**config.mk**
```make
export PLATFORM = sky130hd
export DESIGN_NAME = pipe_stage_reg
export DESIGN_NICKNAME = d
export VERILOG_FILES = /design/src/rtl/pipe_stage_reg.sv
export SDC_FILE = /design/constraint.sdc
export NUM_CORES = 1
export LEC_CHECK = 0
export BUFFER_PORTS_ARGS = -buffer_cell sky130_fd_sc_hd__buf_2
export CAP_MARGIN = 10
export CORE_MARGIN = 2
export CORE_UTILIZATION = 50
export CTS_BUF_LIST = sky130_fd_sc_hd__clkbuf_16
export DETAILED_ROUTE_END_ITERATION = 8
export PLACE_DENSITY = 0.76
export SETUP_SLACK_MARGIN = 0.3
export SYNTH_ARGS = -nofsm -noshare
export SYNTH_HDL_FRONTEND = slang
export SYNTH_SLANG_ARGS = --single-unit
export TNS_END_PERCENT = 50
```
**constraint.sdc**
```tcl
create_clock -name clk -period 2.4 [get_ports clk]
set_input_delay 0.24 -clock clk [delete_from_list [all_inputs] [get_ports clk]]
set_output_delay 0.24 -clock clk [all_outputs]
set_load 0.005 [all_outputs]
```
**src/rtl/pipe_stage_reg.sv**
```systemverilog
// Pipeline stage register with valid/ready handshakes, freeze and flush.
// SKID=1 gives a two-entry skid stage with registered in_ready; SKID=0 a single-entry stage.
module pipe_stage_reg #(
   parameter int               WIDTH       = 64,
   parameter bit               SKID        = 1'b1,
   parameter logic [WIDTH-1:0] FLUSH_VALUE = '0
) (
   input  logic             clk,
   input  logic             rst,
   input  logic             flush,
   input  logic             freeze,
   input  logic             in_valid,
   output logic             in_ready,
   input  logic [WIDTH-1:0] in_data,
   output logic             out_valid,
   input  logic             out_ready,
   output logic [WIDTH-1:0] out_data,
   output logic [1:0]       occupancy,
   output logic [15:0]      stall_cnt
);

   typedef enum logic [1:0] {
      EMPTY = 2'd0,
      ONE   = 2'd1,
      TWO   = 2'd2
   } state_t;

   state_t           state_q, state_d;
   logic [WIDTH-1:0] main_q, main_d;
   logic [WIDTH-1:0] skid_q, skid_d;
   logic [15:0]      stall_cnt_q, stall_cnt_d;
   logic             accept;
   logic             pop;

   assign out_valid = ~freeze & (state_q != EMPTY);
   assign out_data  = main_q;
   assign occupancy = state_q;
   assign stall_cnt = stall_cnt_q;

   // The skid variant must not look at out_ready, so its in_ready depends on state only.
   always_comb begin
      in_ready = 1'b0;
      if (SKID) begin
         in_ready = ~freeze & (state_q != TWO);
      end else begin
         in_ready = ~freeze & ((state_q == EMPTY) | out_ready);
      end
   end

   assign accept = in_valid & in_ready;
   assign pop    = out_valid & out_ready;

   always_comb begin
      state_d = state_q;
      main_d  = main_q;
      skid_d  = skid_q;
      if (flush) begin
         state_d = EMPTY;
         main_d  = FLUSH_VALUE;
         skid_d  = FLUSH_VALUE;
      end else begin
         case (state_q)
            EMPTY: begin
               if (accept) begin
                  state_d = ONE;
                  main_d  = in_data;
               end
            end
            ONE: begin
               if (accept && pop) begin
                  main_d = in_data;
               end else if (accept && SKID) begin
                  state_d = TWO;
                  skid_d  = in_data;
               end else if (pop) begin
                  state_d = EMPTY;
               end
            end
            TWO: begin
               if (pop) begin
                  state_d = ONE;
                  main_d  = skid_q;
               end
            end
            default: begin
               state_d = EMPTY;
            end
         endcase
      end
   end

   // Back-pressure counter ignores flush; freeze already masks out_valid.
   always_comb begin
      stall_cnt_d = stall_cnt_q;
      if (out_valid && !out_ready && (stall_cnt_q != 16'hFFFF)) begin
         stall_cnt_d = stall_cnt_q + 16'd1;
      end
   end

   always_ff @(posedge clk) begin
      if (rst) begin
         state_q     <= EMPTY;
         main_q      <= FLUSH_VALUE;
         skid_q      <= FLUSH_VALUE;
         stall_cnt_q <= 16'd0;
      end else begin
         state_q     <= state_d;
         main_q      <= main_d;
         skid_q      <= skid_d;
         stall_cnt_q <= stall_cnt_d;
      end
   end

endmodule

```
---- Yosys cells after proc, flatten, opt, wreduce, memory -nomap -nowiden ----
Cells that the tools add are included.
W data, S select, Z words.
word-level totals
  logic and storage cells ................. 41
  register bits ........................... 146
  output and inout port bits .............. 84
  input bits .............................. 70
operators by class
  reductions and logical operators ........ 11
  bitwise gates (word level) .............. 6
  $add $sub $neg .......................... 1
  equality and inequality tests ........... 9
  muxes and demuxes ....................... 10
operators with widths
  kind                     count
  $mux W64                 3
  $pmux W64 S3             1
  $add A16 B1 Y16 const B  1
  $ne A16 B16 Y1 const B   1
  $mux W2                  5
  $ne A2 B2 Y1 const B     5
  $reduce_and A4 Y1        2
  $pmux W2 S3              1
  $and A1 B1 Y1            4
  $logic_and A1 B1 Y1      3
  $ne A3 B3 Y1 const B     1
  $reduce_and A3 Y1        1
  $reduce_bool A3 Y1       1
  $eq A2 B1 Y1 const B     1
  $eq A2 B2 Y1 const B     1
  $logic_not A2 Y1         1
  $not A1 Y1               2
  $reduce_bool A2 Y1       1
  $reduce_or A2 Y1         1
  $logic_not A1 Y1         1

---- Logic depth before layout (Yosys ltp) ----
  word-level depth ........................ 7
  gate-level depth with buffers ........... 6
  gate-level depth less buffers ........... 5

---- Worst setup path after synthesis ----
Ideal clock, no wire load.
  path kind ............................... register to register
  start ................................... register state_q[1], in the netlist occupancy[1]
  end ..................................... register stall_cnt_q[9], in the netlist stall_cnt[9]
  buffers on the path ..................... 1
  clock period less this slack ............ 1.913 ns
  library setup time ...................... 0.121 ns
  slack ................................... 0.487 ns
  cell stages (with the launch flop) ...... 6
  data required time ...................... 2.279 ns
  data arrival time ....................... 1.792 ns
  cells stage by stage .................... dfxtp_1 > nor2_2 > or4_4 > buf_6 > nor4b_1 > mux2_2
between the ends
  cells in the longest elaborated chain, start to end .. 4
ends and longest elaborated chain
  item                               RTL line  text
  start, declared                    28        state_t state_q, state_d;
  start signal, assigned             107       state_q <= state_d;
  $reduce_bool A2 Y1                 35        assign out_valid = ~freeze & (state_q != EMPTY);
  $and A1 B1 Y1                      35
  $logic_and A1 B1 Y1 (2 in series)  95        if (out_valid && !out_ready && (stall_cnt_q != 16'hFFFF)) begin
  end signal, assigned               110       stall_cnt_q <= stall_cnt_d;
  end, declared                      31        logic [15:0] stall_cnt_q, stall_cnt_d;
Every way passes these cells.
A chain may end at the register's enable or synchronous reset.

---- Worst setup path after layout ----
  start ................................... register state_q[0], in the netlist occupancy[0]
  end ..................................... register stall_cnt_q[15], in the netlist stall_cnt[15]
Same word-level chain as after synthesis.

==> flow_metrics.py <==
metrics = {
    "cells_and_area": {
        "fin_util": 0.635,
        "area_delta_synth_final_pct": 24.1,
        "finalNonFillerCells": 976,
        "seq_area_sq_um": 2920,
        "final_layout_size_suffix_gt1_frac": 0.256,
        "fillers": 1006,
        "multi_input_area_sq_um": 2970,
        "diodes": 0,
        "final_nets": 887,
    },
    "sta": {
        "maxSlewViolCount": 0,
        "post-route-period-util": 0.801,
        "setup_viol": 0,
        "hold_ws_ns": 0.0747,
        "slew_headroom": 0.278,
        "hold_viol": 0,
        "rsz0062_at_grt": "false",
        "skew_ns": 0.00691,
        "max_freq_mhz": 520,
        "tns_ns": 0,
        "tightest_slew_ns": 1.07,
        "fin_ws_ns": 0.477,
        "finalCriticalPeriod_ns": 1.92,
    },
    "clock_tree": {
        "cts_num_sinks": 146,
        "path_clk_slew_ns": 0.06,
        "numCtsBuffers": 17,
        "postCtsHoldBufs": 0,
        "postCtsSetupBuffers": 0,
        "clk_path_buf_depth": 2,
        "root_buffer": "clkbuf_16",
        "clk_latency_ns": 0.41,
        "cts_max_level": 4,
        "cts_tree": "yes",
    },
    "pwr": {
        "vdd_drop_max_uv": 607,
        "powerDensity_nw_per_um2": 733,
        "power.leakage_uw": 0.00332,
    },
    "place": {
        "dp_cells": 944,
        "gp_congestion": 0.793,
        "dpl_worst_slack_ns": 0.421,
        "io_buffers": 153,
        "dp_hpwl_um": 9490,
    },
    "global_routing": {
        "grt_antenna_before_repair": 0,
        "overflow": 0,
        "grt_pass1_wl_um": 24800,
        "top_usage_layer": "met2",
        "use_met3": 0.0812,
        "met2_usage": 0.374,
        "grt_max_degree": 77,
        "track_usage": 0.231,
        "first_global_vias": 5247,
        "grtUsageMet1": 0.288,
    },
    "floorplanning": {
        "rows": 40,
        "die-height_um": 115,
        "num_io_pins": 154,
        "start_util": 0.512,
        "die_x_um": 115,
        "coreArea_sq_um": 12000,
        "dieArea_sq_um": 13200,
    },
    "route": {
        "drc": 0,
        "antenna_left": 0,
        "num_vias": 5640,
        "routed_via_density": 5.78,
        "wirelength_um": 15200,
        "drt_iter0_drc": 504,
        "dr.pass1.iters": 5,
        "avgRoutedWirePerCell_um": 15.6,
    },
    "synthesis": {
        "ys_ff_latch": 146,
        "seq_area_frac_synth": 0.475,
        "syn_area_sq_um": 6150,
        "synth_nets": 770,
        "async_flop_share": 0,
        "syn_avg_cell_area_sq_um": 8.80,
        "synthCells": 699,
        "synth_edf_count": 0,
        "yosys_most_used_dff": "dfxtp_1",
        "yosys_warnings": 0,
        "synth.distinct_cells": 34,
    },
    "flow_run": {
        "maxCapViolCount": 0,
    },
    "critical_path": {
        "worstReg2RegStart": "occupancy[0]$_SDFFE_PP0P_",
        "reg2reg_to": "stall_cnt[15]$_SDFFE_PP0P_",
        "r2r_slack_ns": 0.48,
        "cp-start-kind": "flop",
        "arrival_ns": 2.22,
        "crit_type": "reg2reg",
        "end_kind": "flop",
        "crit_fanout": 12,
        "r2r_cells": 4,
        "crit_required_ns": 2.70,
    },
    "status": {
        "status": "complete, no violations",
    },
    "worst_hold_path": {
        "worst_hold_path_type": "in2reg",
        "holdPathStages": 3,
        "holdCritStartpoint": "in_data[4]",
        "hold_path_end": "skid_q[4]$_SDFFE_PP0P_",
    },
}
-- worst max path at each step --
stage	slack, ns	to	startpoint
floorplan	0.49	stall_cnt[9]$_SDFFE_PP0P_	occupancy[1]$_SDFFE_PP0P_
global placement	0.43	stall_cnt[9]$_SDFFE_PP0P_	occupancy[1]$_SDFFE_PP0P_
detailed placement	0.42	stall_cnt[15]$_SDFFE_PP0P_	occupancy[1]$_SDFFE_PP0P_
CTS	0.40	stall_cnt[9]$_SDFFE_PP0P_	occupancy[1]$_SDFFE_PP0P_
global route	0.35	stall_cnt[6]$_SDFFE_PP0P_	stall_cnt[0]$_SDFFE_PP0P_
finish	0.48	stall_cnt[15]$_SDFFE_PP0P_	occupancy[0]$_SDFFE_PP0P_
-- synth_stat cells (all sizes together), types with 4 or more instances --
library cell,count,share of area
a21oi,141,0.11
a311oi,64,0.091
buf,19,0.015
clkbuf,49,0.030
dfxtp,146,0.48
mux2,6,0.011
mux2i,65,0.11
nand2,131,0.080
nand3,7,0.0057
nand4,4,0.0041
nor2,14,0.0090
nor2b,6,0.0061
nor4,5,0.0051
o21ai,6,0.0049
o31ai,6,0.0073
or4,7,0.0092
-- sequential cells by signal, indices dropped and copies added (netlist names) --
| register | flops |
|---|---|
| stall_cnt | 16 |
| skid_q | 64 |
| occupancy | 2 |
| out_data | 64 |
-- area by class of cell --
type | count | area share
Inverter | 3 | 0.00164
Timing Repair Buffer | 166 | 0.121
Clock buffer | 17 | 0.0557
Clock inverter | 15 | 0.0251
Tap cell | 147 | 0.0241
Multi-Input combinational cell | 482 | 0.389
Sequential cell | 146 | 0.383
-- per-stage QoR --
stage / total power (uW) / area (sq um)
after floorplan: 2750 / 6150
after global placement: 2910 / 7010
after detailed placement: 2920 / 7010
after CTS: 5660 / 7620
after global routing: 5800 / 7630
final: 5600 / 7630
-- per-layer routing --
| metal | part of all wire | vias to the layer above |
|---|---|---|
| met2 | 0.50 | 171 |
| met4 | 0.017 | 0 |
| li1 | - | 2779 |
| met1 | 0.43 | 2669 |
| met3 | 0.059 | 21 |
| met5 | 0 | - |
-- what timing repair did --
| action | in CTS | in global routing |
|---|---|---|
| resized for setup | 0 | 2 |
| hold endpoints to repair | 0 | 0 |
| setup endpoints to repair | 0 | 3 |
-- critical path: stages (launching register included) --
cell     delay [ns]
dfxtp_1        0.46
nor2_2         0.07
or4_4          0.57
nor4_1         0.35
mux2_2         0.37
-- cell usage in the layout (no fill, tap or decap), types with 6 or more instances in the layout --
cell type	instances
clkbuf_16	17
or4_1	6
a21oi_1	141
nor2b_1	6
nand2_1	131
dfxtp_1	145
mux2_2	6
buf_4	8
nand3_1	6
nor2_1	13
buf_2	153
o31ai_1	6
mux2i_1	65
a311oi_1	64
o21ai_0	6
-- logic make-up after synthesis --
group,after synthesis,share of synthesized area
AO/OA/AOI/OAI,219,0.221
multiplexers,71,0.117
AND/OR/NAND/NOR,191,0.138
adder cells (fa/ha/maj),1,0.00203
buffers and inverters,71,0.0472
flip-flops,146,0.475
-- report_power, final --
group	leakage (uW)	internal (uW)	switching [uW]
Clock	0.000288	1730	998
Sequential	0.00118	2460	22.1
Combinational	0.00185	155	229
Total	0.00332	4350	1250
Power figures use the tool's default switching activity.
